[config.mk]
export PLATFORM = sky130hd
export DESIGN_NAME = cryptography_decoder
export DESIGN_NICKNAME = d
export VERILOG_FILES = /design/src/rtl/crypto_pkg.sv /design/src/rtl/crypto_byte_dec.sv /design/src/rtl/cryptography_decoder.sv
export SDC_FILE = /design/constraint.sdc
export NUM_CORES = 1
export LEC_CHECK = 0
export BUFFER_PORTS_ARGS = -buffer_cell sky130_fd_sc_hd__buf_2
export CAP_MARGIN = 10
export CORE_UTILIZATION = 27
export CTS_BUF_LIST = sky130_fd_sc_hd__clkbuf_16
export DETAILED_ROUTE_END_ITERATION = 10
export MAX_ROUTING_LAYER = met4
export PLACE_DENSITY_LB_ADDON = 0.12
export SLEW_MARGIN = 10
export SYNTH_ARGS = -nofsm -noshare
export SYNTH_HDL_FRONTEND = slang
export SYNTH_SLANG_ARGS = --single-unit
[constraint.sdc]
create_clock -name clk -period 2.63 [get_ports clk]
set_input_delay 0.3945 -clock clk [delete_from_list [all_inputs] [get_ports clk]]
set_output_delay 0.3945 -clock clk [all_outputs]
set_load 0.01 [all_outputs]
[src/rtl/crypto_pkg.sv]
// Shared constants, state encoding and byte helper for the chained-XOR word cipher.
package crypto_pkg;

    localparam logic [7:0]  CRYPTO_IV        = 8'h9B;
    localparam int unsigned CRYPTO_NUM_BYTES = 4;
    localparam int unsigned WORD_W           = 8 * CRYPTO_NUM_BYTES;

    localparam logic MODE_CCHAIN = 1'b0;
    localparam logic MODE_PCHAIN = 1'b1;

    typedef enum logic [1:0] {
        IDLE = 2'd0,
        DEC  = 2'd1,
        DONE = 2'd2
    } dec_state_t;

    // Byte i lives at bits [8i+7:8i].
    function automatic logic [7:0] get_byte(input logic [WORD_W-1:0] word,
                                            input int unsigned idx);
        return 8'(word >> (8 * idx));
    endfunction

endpackage

[src/rtl/crypto_byte_dec.sv]
// Single-byte decrypt slice: plaintext = ciphertext ^ key ^ chaining byte.
module crypto_byte_dec (
    input  logic [7:0] i_c,
    input  logic [7:0] i_k,
    input  logic [7:0] i_chain,
    output logic [7:0] o_p
);

    assign o_p = i_c ^ i_k ^ i_chain;

endmodule

[src/rtl/cryptography_decoder.sv]
// Byte-serial decryptor: captures one ciphertext word, recovers one byte per clock
// LSB first, then presents the plaintext word on a valid/ready output.
module cryptography_decoder
    import crypto_pkg::*;
#(
    parameter logic [7:0]  IV        = CRYPTO_IV,
    parameter int unsigned NUM_BYTES = CRYPTO_NUM_BYTES
) (
    input  logic                   clk,
    input  logic                   rst,
    input  logic                   in_valid,
    output logic                   in_ready,
    input  logic [8*NUM_BYTES-1:0] in_data,
    input  logic [8*NUM_BYTES-1:0] in_key,
    input  logic                   in_sel,
    output logic                   out_valid,
    input  logic                   out_ready,
    output logic [8*NUM_BYTES-1:0] out_data
);

    localparam int unsigned CW = (NUM_BYTES > 1) ? $clog2(NUM_BYTES) : 1;
    localparam logic [CW-1:0] LAST = CW'(NUM_BYTES - 1);

    dec_state_t              r_state;
    logic [CW-1:0]           r_cnt;
    logic [8*NUM_BYTES-1:0]  r_c;
    logic [8*NUM_BYTES-1:0]  r_k;
    logic                    r_sel;
    logic [8*NUM_BYTES-1:0]  r_acc;
    logic                    r_out_valid;
    logic [8*NUM_BYTES-1:0]  r_out_data;

    logic [CW-1:0]           w_cnt_prev;
    logic [7:0]              w_c_cur;
    logic [7:0]              w_k_cur;
    logic [7:0]              w_c_prev;
    logic [7:0]              w_p_prev;
    logic [7:0]              w_chain;
    logic [7:0]              w_p;
    logic [8*NUM_BYTES-1:0]  w_acc_next;
    logic                    w_accept;

    assign in_ready  = ~rst & ((r_state == IDLE) | ((r_state == DONE) & out_ready));
    assign w_accept  = in_valid & in_ready;
    assign out_valid = r_out_valid;
    assign out_data  = r_out_data;

    // Wraps at cnt = 0, but the previous-byte values are unused there.
    assign w_cnt_prev = r_cnt - 1'b1;
    assign w_c_cur    = get_byte(r_c, 32'(r_cnt));
    assign w_k_cur    = get_byte(r_k, 32'(r_cnt));
    assign w_c_prev   = get_byte(r_c, 32'(w_cnt_prev));
    assign w_p_prev   = get_byte(r_acc, 32'(w_cnt_prev));

    always_comb begin
        w_chain = w_c_prev;
        if (r_cnt == '0) begin
            w_chain = IV;
        end else if (r_sel == MODE_PCHAIN) begin
            w_chain = w_p_prev;
        end
    end

    crypto_byte_dec u_byte_dec (
        .i_c     (w_c_cur),
        .i_k     (w_k_cur),
        .i_chain (w_chain),
        .o_p     (w_p)
    );

    always_comb begin
        w_acc_next = r_acc;
        for (int i = 0; i < int'(NUM_BYTES); i++) begin
            if (r_cnt == CW'(i)) begin
                w_acc_next[8*i +: 8] = w_p;
            end
        end
    end

    always_ff @(posedge clk) begin
        if (rst) begin
            r_state     <= IDLE;
            r_cnt       <= '0;
            r_c         <= '0;
            r_k         <= '0;
            r_sel       <= 1'b0;
            r_acc       <= '0;
            r_out_valid <= 1'b0;
            r_out_data  <= '0;
        end else begin
            case (r_state)
                IDLE: begin
                    if (w_accept) begin
                        r_c     <= in_data;
                        r_k     <= in_key;
                        r_sel   <= in_sel;
                        r_acc   <= '0;
                        r_cnt   <= '0;
                        r_state <= DEC;
                    end
                end
                DEC: begin
                    r_acc <= w_acc_next;
                    if (r_cnt == LAST) begin
                        r_cnt       <= '0;
                        r_state     <= DONE;
                        r_out_valid <= 1'b1;
                        r_out_data  <= w_acc_next;
                    end else begin
                        r_cnt <= r_cnt + 1'b1;
                    end
                end
                DONE: begin
                    if (out_ready) begin
                        r_out_valid <= 1'b0;
                        if (w_accept) begin
                            r_c     <= in_data;
                            r_k     <= in_key;
                            r_sel   <= in_sel;
                            r_acc   <= '0;
                            r_cnt   <= '0;
                            r_state <= DEC;
                        end else begin
                            r_state <= IDLE;
                        end
                    end
                end
                default: r_state <= IDLE;
            endcase
        end
    end

endmodule

# Word-level counts from Yosys, hierarchy flattened
# Cells that the tools add are included.
[classes]
n_bitwise = 7
n_shift = 4
add_sub_neg = 2
reduce_logical = 10
n_mux = 30
eq_ne = 8
[op_table]
columns = ["op", "count"]
rows = [
  ["32-bit two-way mux", 6],
  ["32-bit case mux with 2 select lines", 2],
  ["32-bit by 5-bit >> shifter with 8-bit output", 4],
  ["32-bit case mux with 3 select lines", 1],
  ["8-bit two-way mux", 6],
  ["8-bit bitwise XOR", 2],
  ["2-bit two-way mux", 6],
  ["2-bit case mux with 3 select lines", 2],
  ["2-bit == test (second input constant)", 3],
  ["2-bit inequality test (second input constant)", 3],
  ["2-bit AND reduction", 3],
  ["3-bit AND reduction", 2],
  ["1-bit two-way mux", 5],
  ["2-bit by 1-bit == test with 1-bit output (second input constant)", 2],
  ["2-bit logical NOT", 2],
  ["1-bit case mux with 2 select lines", 2],
  ["2-bit nonzero test", 2],
  ["1-bit AND", 3],
  ["3-bit nonzero test", 1],
  ["2-bit by 1-bit adder with 2-bit output (second input constant)", 1],
  ["2-bit by 1-bit subtractor with 2-bit output (second input constant)", 1],
  ["1-bit NOT", 1],
  ["1-bit bitwise OR", 1],
]
[word_totals]
ff_bits = 134
output_inout_bits = 34
elab_cells = 69
in_bits = 69

# Logic depth before layout (Yosys ltp)
# Gate-level depths: netlist of run 1.
[depth]
depth_word = 8
mapped_depth = 8

# Modules after synthesis
# Synthesis of run 1 repeated with hierarchy kept, for this count alone.
[unflattened]
cells_unflattened = 666
area_unflattened_um2 = 6706.4
[by_module_without_submodules]
columns = ["module", "n_inst", "cells_per_inst", "area_per_inst_um2", "seq_area_each_um2"]
rows = [
  ["cryptography_decoder", 1, 658, 6516.2, 2682.6],
  ["crypto_byte_dec", 1, 8, 190.2, 0.0],
]

# Least setup slack after synthesis of run 1
# OpenSTA, ideal clock, no wires.
[synth_timing]
path_type = "register -> register"
startpoint = "register r_cnt[0]"
endpoint = "register r_acc[13]"
path_slack_ns = 0.381
n_path_buf = 1
period_less_slack_ns = 2.249
arrival_time_ns = 2.132
stages_incl_launch_ff = 9
setup_time_ns = 0.117
path_cell_list = "dfxtp_1 -> inv_2 -> ha_1 -> buf_4 -> mux4_2 -> mux2i_1 -> or3_4 -> and2_1 -> a22o_1"
[synth_between]
elab_chain_cells = 7
[synth_rtl]
columns = ["element", "line_no", "rtl"]
rows = [
  ["start, declared", "cryptography_decoder.sv:25", "logic [CW-1:0] r_cnt;"],
  ["start signal, assigned", "cryptography_decoder.sv:110", "r_cnt <= r_cnt + 1'b1;"],
  ["2-bit by 1-bit subtractor with 2-bit output", "cryptography_decoder.sv:49", "assign w_cnt_prev = r_cnt - 1'b1;"],
  ["32-bit by 5-bit >> shifter with 8-bit output", "crypto_pkg.sv:20", "return 8'(word >> (8 * idx));"],
  ["8-bit two-way mux", "cryptography_decoder.sv:59", "end else if (r_sel == MODE_PCHAIN) begin"],
  ["8-bit two-way mux", "cryptography_decoder.sv:57", "if (r_cnt == '0) begin"],
  ["8-bit bitwise XOR", "crypto_byte_dec.sv:9", "assign o_p = i_c ^ i_k ^ i_chain;"],
  ["8-bit two-way mux (*)", "cryptography_decoder.sv:74", "if (r_cnt == CW'(i)) begin"],
  ["32-bit case mux with 3 select lines (*)", "cryptography_decoder.sv:91", "case (r_state)"],
  ["end signal, assigned", "cryptography_decoder.sv:103", "r_acc <= w_acc_next;"],
  ["end, declared", "cryptography_decoder.sv:29", "logic [8*NUM_BYTES-1:0] r_acc;"],
]
# Mark *: on every way between the ends. The rest lies on a longest branch, timed or not.
# A chain may end at the register's enable or synchronous reset.

# Worst setup path in the final report of run 1
[layout_timing]
startpoint = "register r_cnt[1]"
endpoint = "register r_acc[13]"
# Same word-level chain as after synthesis.

==> impl_metrics.tcl, run 1 <==
set metrics [dict create \
    outcome "finished clean" \
    ys_seq_area_share_pct 43.50 \
    fin_skew_ns 0.008330 \
    vias_per_cell 4.898 \
    synth_flop_cell "dfxtp_1" \
    numPortBuffers 102 \
    cts_buffers 17 \
    report.power.total_uw 5092 \
    worst_slack_ns 0.2682 \
    dp_hpwl_um 13140 \
    post_drt_wl_per_cell_um 16.90 \
    cpLargestDelayFamily "multiplexers" \
    yosys.area.top_type "dfxtp_1" \
    cts_tree "yes" \
    die_h_um 153.1 \
    ys_types 43 \
    drt.antenna.violating_nets 0 \
    yosysWarnings 0 \
    insertion_delay_ns 0.43 \
    synth_area_um2 6167 \
    slew_headroom_pct 49.25 \
    core_um2 22090 \
    num_rows 54 \
    yosys.area.top_type_share_pct 43.50 \
    grt_pass1_vias 5083 \
    required_ns 2.94 \
    die_w_um 153.1 \
    ctsHtreeMaxLevel 4 \
    cp_max_fo 11 \
    clkTransAtPathRegs_ns 0.06 \
    fmax_mhz 423.4 \
    critPathBufInv 1 \
    ctsHoldBuffers 0 \
    ios 103 \
    slew_viol_final 0 \
    setup_viol 0 \
    synth_nets 787 \
    critPathKind "register to register" \
    finalWirelength_um 18420 \
    yosysMostFrequentCell "nand2_1" \
    end_kind "register" \
    first_pass_iters 5 \
    gp_congestion 0.8303 \
    drcViolationCount 0 \
    netlist_top_cells_count "nand2_1, dfxtp_1, a21oi_1" \
    crit_chain "inv_2 -> ha_2 -> mux4_2 -> mux2i_1 -> o21ai_1 -> and2_1 -> a22o_1" \
    antenna_found_initial 0 \
    clock_sinks 134 \
    start_util_pct 27.91 \
    root_buffer "clkbuf_16" \
    cap_violations 0 \
    drive_gt1_share_pct 21.60 \
    synth-seq-cells 134 \
    async_reset_ff_share_pct 0 \
    dpl_cell_area_um2 6973 \
    rsz0062_at_grt "false" \
    synth_enable_flop_cells 0 \
    grt_max_degree 76 \
    slowest_stage "mux4_2" \
    start_kind "register" \
    layout_min_cycle_time_ns 2.362 \
    grt_pass1_wl_um 29040 \
    area_growth_pct 22.32 \
    n_antenna_cell 0 \
    finalCritPeriodShare_pct 89.80 \
    power_leakage_uw 0.002669 \
    post_cts_buffers 0 \
    whs_ns 0.2045 \
    ir_worst_vdd_mv 0.3538 \
    slowest_delay_ns 0.55 \
    grtUsageTotal_pct 16.51 \
    synth_area_leaders "dfxtp_1, nand2_1, a21oi_1" \
    post-place-ws_ns -0.03985 \
    vias 5339 \
    hold_viol 0 \
    arrival_ns 2.68 \
    tightest_slew_ns 0.7598 \
    final_area_um2 7543 \
    netlist_instances 714 \
    nNetsFinal 870 \
    overflow 0 \
    syn_avg_cell_area_um2 8.637 \
    power.density_nw_per_um2 675.0 \
    drt_iter0_markers 318 \
    hold_path.class "primary input to register" \
    finalSetupTns_ns 0 \
    die-area_um2 23450 \
    cts_buffer_depth 2 \
]
[report_power, final]
part	total, uW	internal [uW]	switching [uW]
Clock	2300	1380	923
Sequential	2160	2100	60.4
Combinational	633	254	379
[layout make-up]
class / instances / area, um2
timing repair buffer: 114 / 653.1
clock buffer: 17 / 425.4
clock inverter: 15 / 138.9
multi-input combinational: 525 / 3274
inverter: 5 / 18.77
fill: 2346 / 14550
sequential: 134 / 2683
tap: 280 / 350.3
[per-layer routing]
layer	wire [um]	track usage (%)	vias to the layer above
met5	0	-	-
met4	240	4.666	0
met3	694	3.204	20
met2	8265	24.68	131
met1	9217	22.50	2524
li1	-	-	2664
[path summary, 6_finish.rpt]
kind                             start  slack (ns)                        end  depth (start not counted)
min                         in_key[10]        0.20       r_k[10]$_SDFFE_PP0P_                          3
max reg2reg      r_cnt[1]$_SDFFE_PP0P_        0.27     r_acc[13]$_SDFFE_PP0P_                          7
max              r_cnt[1]$_SDFFE_PP0P_        0.27     r_acc[13]$_SDFFE_PP0P_                          7
min reg2reg  out_data[26]$_SDFFE_PP0P_        0.46  out_data[26]$_SDFFE_PP0P_                          2
[worst register-to-register path: cells and delay by family, from the launching register on]
kind | cells | cell delay, ns
flip-flops | 1 | 0.39
AO/OA/AOI/OAI | 2 | 0.32
multiplexers | 2 | 0.76
buffers and inverters | 1 | 0.06
AND/OR/NAND/NOR | 1 | 0.21
adder cells (fa/ha/maj) | 1 | 0.53
[per-stage QoR]
step,cells,util (%)
finish,1090,34.14
global route,1090,34.14
CTS,1090,34.13
detailed placement,1058,31.56
global placement,1058,31.54
floorplan,714,-
[cell usage in the layout, fill, tap and decap left out, types with 2 or more instances in the layout]
master and instances:
mux2i_1 28, a211oi_1 10, or3_4 3, o211ai_1 5, nand3b_1 5, inv_2 2
nor2_1 37, xnor2_1 37, o21ai_1 3, nand4b_1 5, nand2_1 163, clkinv_4 2
and2_0 2, clkinvlp_4 3, dfxtp_1 134, o21ai_0 20, clkbuf_16 17, a21oi_2 5
a311oi_1 16, nor3_1 6, buf_2 101, bufinv_16 2, buf_12 4, nor2b_1 4
or3_1 10, a2111oi_0 3, nand2b_1 7, and2_1 9, mux4_2 14, clkinv_1 3
clkinv_2 3, a22oi_1 15, ha_1 3, buf_4 9, a22o_1 6, inv_1 4
nand3_1 14, a21oi_1 81
[state kept, by name, indices dropped and copies added (netlist names)]
signal     flops
out_data      32
out_valid      1
r_acc         32
r_c           32
r_cnt          2
r_k           32
r_sel          1
r_state        2
[what timing repair did]
item / CTS / global route
resized for setup: 1 / 2
endpoints found under the setup margin: 1 / 2
pin swaps: 0 / 0
[logic make-up after synthesis]
| group | synth area share [%] |
|---|---|
| adder cells (fa/ha/maj) | 0.8116 |
| flip-flops | 43.50 |
| AND/OR/NAND/NOR | 19.66 |
| multiplexers | 9.840 |
| XOR/XNOR | 5.255 |
| AO/OA/AOI/OAI | 17.10 |
| buffers and inverters | 3.835 |
(Power assumes the default switching activity.)
==> run 2, diff against run 1 <==
ABC_AREA = 1   (was unset)
==> run 2 against run 1 <==
  * Critical endpoint is now out_data[12]$_SDFFE_PP0P_
  * Maximum frequency is 16% higher
  * Flip-flop and latch count stayed put
  * Wire length is 26% higher
  * The run now ends with design-rule violations left
  * Cell count is 39% higher
  * Register-to-register slack better by 0.33 ns
  * Sequential power hardly changed
  * Die area is 17% higher
  * First-iteration DRC count is 27% higher
  * Synthesized area is 17% higher
  * Clock-buffer cell count stayed put
==> impl_metrics.tcl, run 2 <==
set metrics [dict create \
    die_h_um 165.5 \
    yosysWarnings 0 \
    core_um2 26130 \
    gp_congestion 0.7890 \
    most-common-layout-cells "nand2_1, dfxtp_1, inv_1, nand3_1, a21oi_1" \
    start_util_pct 27.63 \
    layout_min_cycle_time_ns 2.031 \
    ctsHoldBuffers 0 \
    netlist_instances 1095 \
    post-place-ws_ns 0.5951 \
    num_rows 59 \
    root_buffer "clkbuf_16" \
    grt_pass1_vias 6857 \
    failed_checks "design-rule violations" \
    hold_path.class "primary input to register" \
    yosys.area.top_type_share_pct 37.15 \
    ios 103 \
    end_kind "register" \
    required_ns 2.94 \
    hold_viol 0 \
    drcViolationCount 9 \
    ir_worst_vdd_mv 0.3871 \
    synth_flop_cell "dfxtp_1" \
    netlist_top_cells_count "nand2_1, dfxtp_1, inv_1" \
    cts_resized 0 \
    setup_viol 0 \
    synth_nets 1168 \
    post_cts_buffers 0 \
    rsz0062_at_grt "false" \
    antenna_found_initial 0 \
    syn_avg_cell_area_um2 6.594 \
    report.power.total_uw 5677 \
    insertion_delay_ns 0.42 \
    grt_pass1_wl_um 37000 \
    drt.antenna.violating_nets 0 \
    n_antenna_cell 0 \
    synth-seq-cells 134 \
    finalSetupTns_ns 0 \
    power_leakage_uw 0.003902 \
    synth_enable_flop_cells 0 \
    cts_buffer_depth 2 \
    tightest_slew_ns 0.6777 \
    clock_sinks 134 \
    finalWirelength_um 23200 \
    drt_iter0_markers 404 \
    ys_seq_area_share_pct 37.15 \
    grtUsageTotal_pct 18.26 \
    synth_area_leaders "dfxtp_1, nand2_1, nand3_1" \
    area_growth_pct 18.06 \
    post_drt_wl_per_cell_um 15.30 \
    dp_hpwl_um 16640 \
    outcome "finished with violations" \
    cap_violations 0 \
    ctsHtreeMaxLevel 4 \
    critPathKind "register to register" \
    first_pass_iters 8 \
    slew_viol_final 0 \
    cts_tree "yes" \
    cp_max_fo 26 \
    start_kind "register" \
    numPortBuffers 102 \
    nNetsFinal 1241 \
    overflow 0 \
    async_reset_ff_share_pct 0 \
    slew_headroom_pct 54.82 \
    drive_gt1_share_pct 18.37 \
    vias_per_cell 4.526 \
    yosysMostFrequentCell "nand2_1" \
    fmax_mhz 492.3 \
    yosys.area.top_type "dfxtp_1" \
    fin_skew_ns 0.01149 \
    worst_slack_ns 0.5988 \
    finalCritPeriodShare_pct 77.23 \
    die_w_um 165.5 \
    arrival_ns 2.35 \
    vias 6862 \
    cts_buffers 17 \
    ys_types 32 \
    clkTransAtPathRegs_ns 0.06 \
    grt_max_degree 93 \
    die-area_um2 27400 \
    final_common_cell "nand2_1" \
    power.density_nw_per_um2 666.0 \
    synth_area_um2 7221 \
]
-- run 2: worst paths after layout --
path	startpoint	to	slack, ns	cells after the start
setup reg to reg	r_cnt[0]$_SDFFE_PP0P_	out_data[12]$_SDFFE_PP0P_	0.60	11
setup / recovery	r_cnt[0]$_SDFFE_PP0P_	out_data[12]$_SDFFE_PP0P_	0.60	11
hold reg to reg	r_k[28]$_SDFFE_PP0P_	r_k[28]$_SDFFE_PP0P_	0.45	2
hold / removal	in_key[23]	r_k[23]$_SDFFE_PP0P_	0.24	3
-- run 2: cell type report --
class | instances | area (um2)
inverters | 132 | 505.5
flip-flops and latches | 134 | 2684
fillers | 2969 | 17610
clock inverters | 15 | 182.7
clock buffers | 17 | 425.4
multi-input cells | 761 | 3597
well taps | 335 | 419.2
repair buffers | 122 | 710.7
-- run 2: cells by family (layout without fill, tap and decap cells) --
group	count (synthesis)	count (layout)	share of synthesized area [%]
AOI/OAI and AO/OA	218	218	16.06
xor gates and xnor gates	10	10	1.213
adders and majority gates	4	4	0.6931
buffers and inverters	200	286	13.03
DFF	134	134	37.15
and+or+nand+nor	529	529	31.85
-- run 2: metal layers --
| layer | share of wire [%] | up-vias | GRT usage, % |
|---|---|---|---|
| met1 | 46 | 3120 | 21.89 |
| met2 | 51 | 99 | 32.31 |
| met5 | 0 | - | - |
| li1 | - | 3633 | - |
| met4 | 0.78 | 0 | 3.843 |
| met3 | 2.5 | 10 | 2.498 |
-- run 2: worst max-delay path, stage by stage (launching register included) --
cell,delay (ns)
dfxtp_2,0.40
inv_8,0.10
ha_1,0.31
clkinv_1,0.29
nand3_1,0.22
nand3_1,0.10
nand2_2,0.12
nand3_1,0.12
nand2_1,0.10
nand2_1,0.06
nand2_1,0.06
inv_1,0.03
-- run 2: where the power goes --
group          internal, uW  switching, uW  total, uW  leakage, uW
sequential             2120           58.9       2180      0.00109
combinational           332            665        996      0.00251
clock                  1500           1000       2500     0.000297
-- run 2: metrics by stage --
stage	hold WS, ns	cells	util [%]	area [um2]
2_1_floorplan	0.4292	1095	-	7221
3_3_place_gp	0.4432	1484	30.29	7916
3_5_place_dp	0.4450	1484	30.29	7916
4_1_cts	0.2195	1516	32.62	8524
5_1_grt	0.2293	1516	32.62	8524
6_report	0.2417	1516	32.62	8524
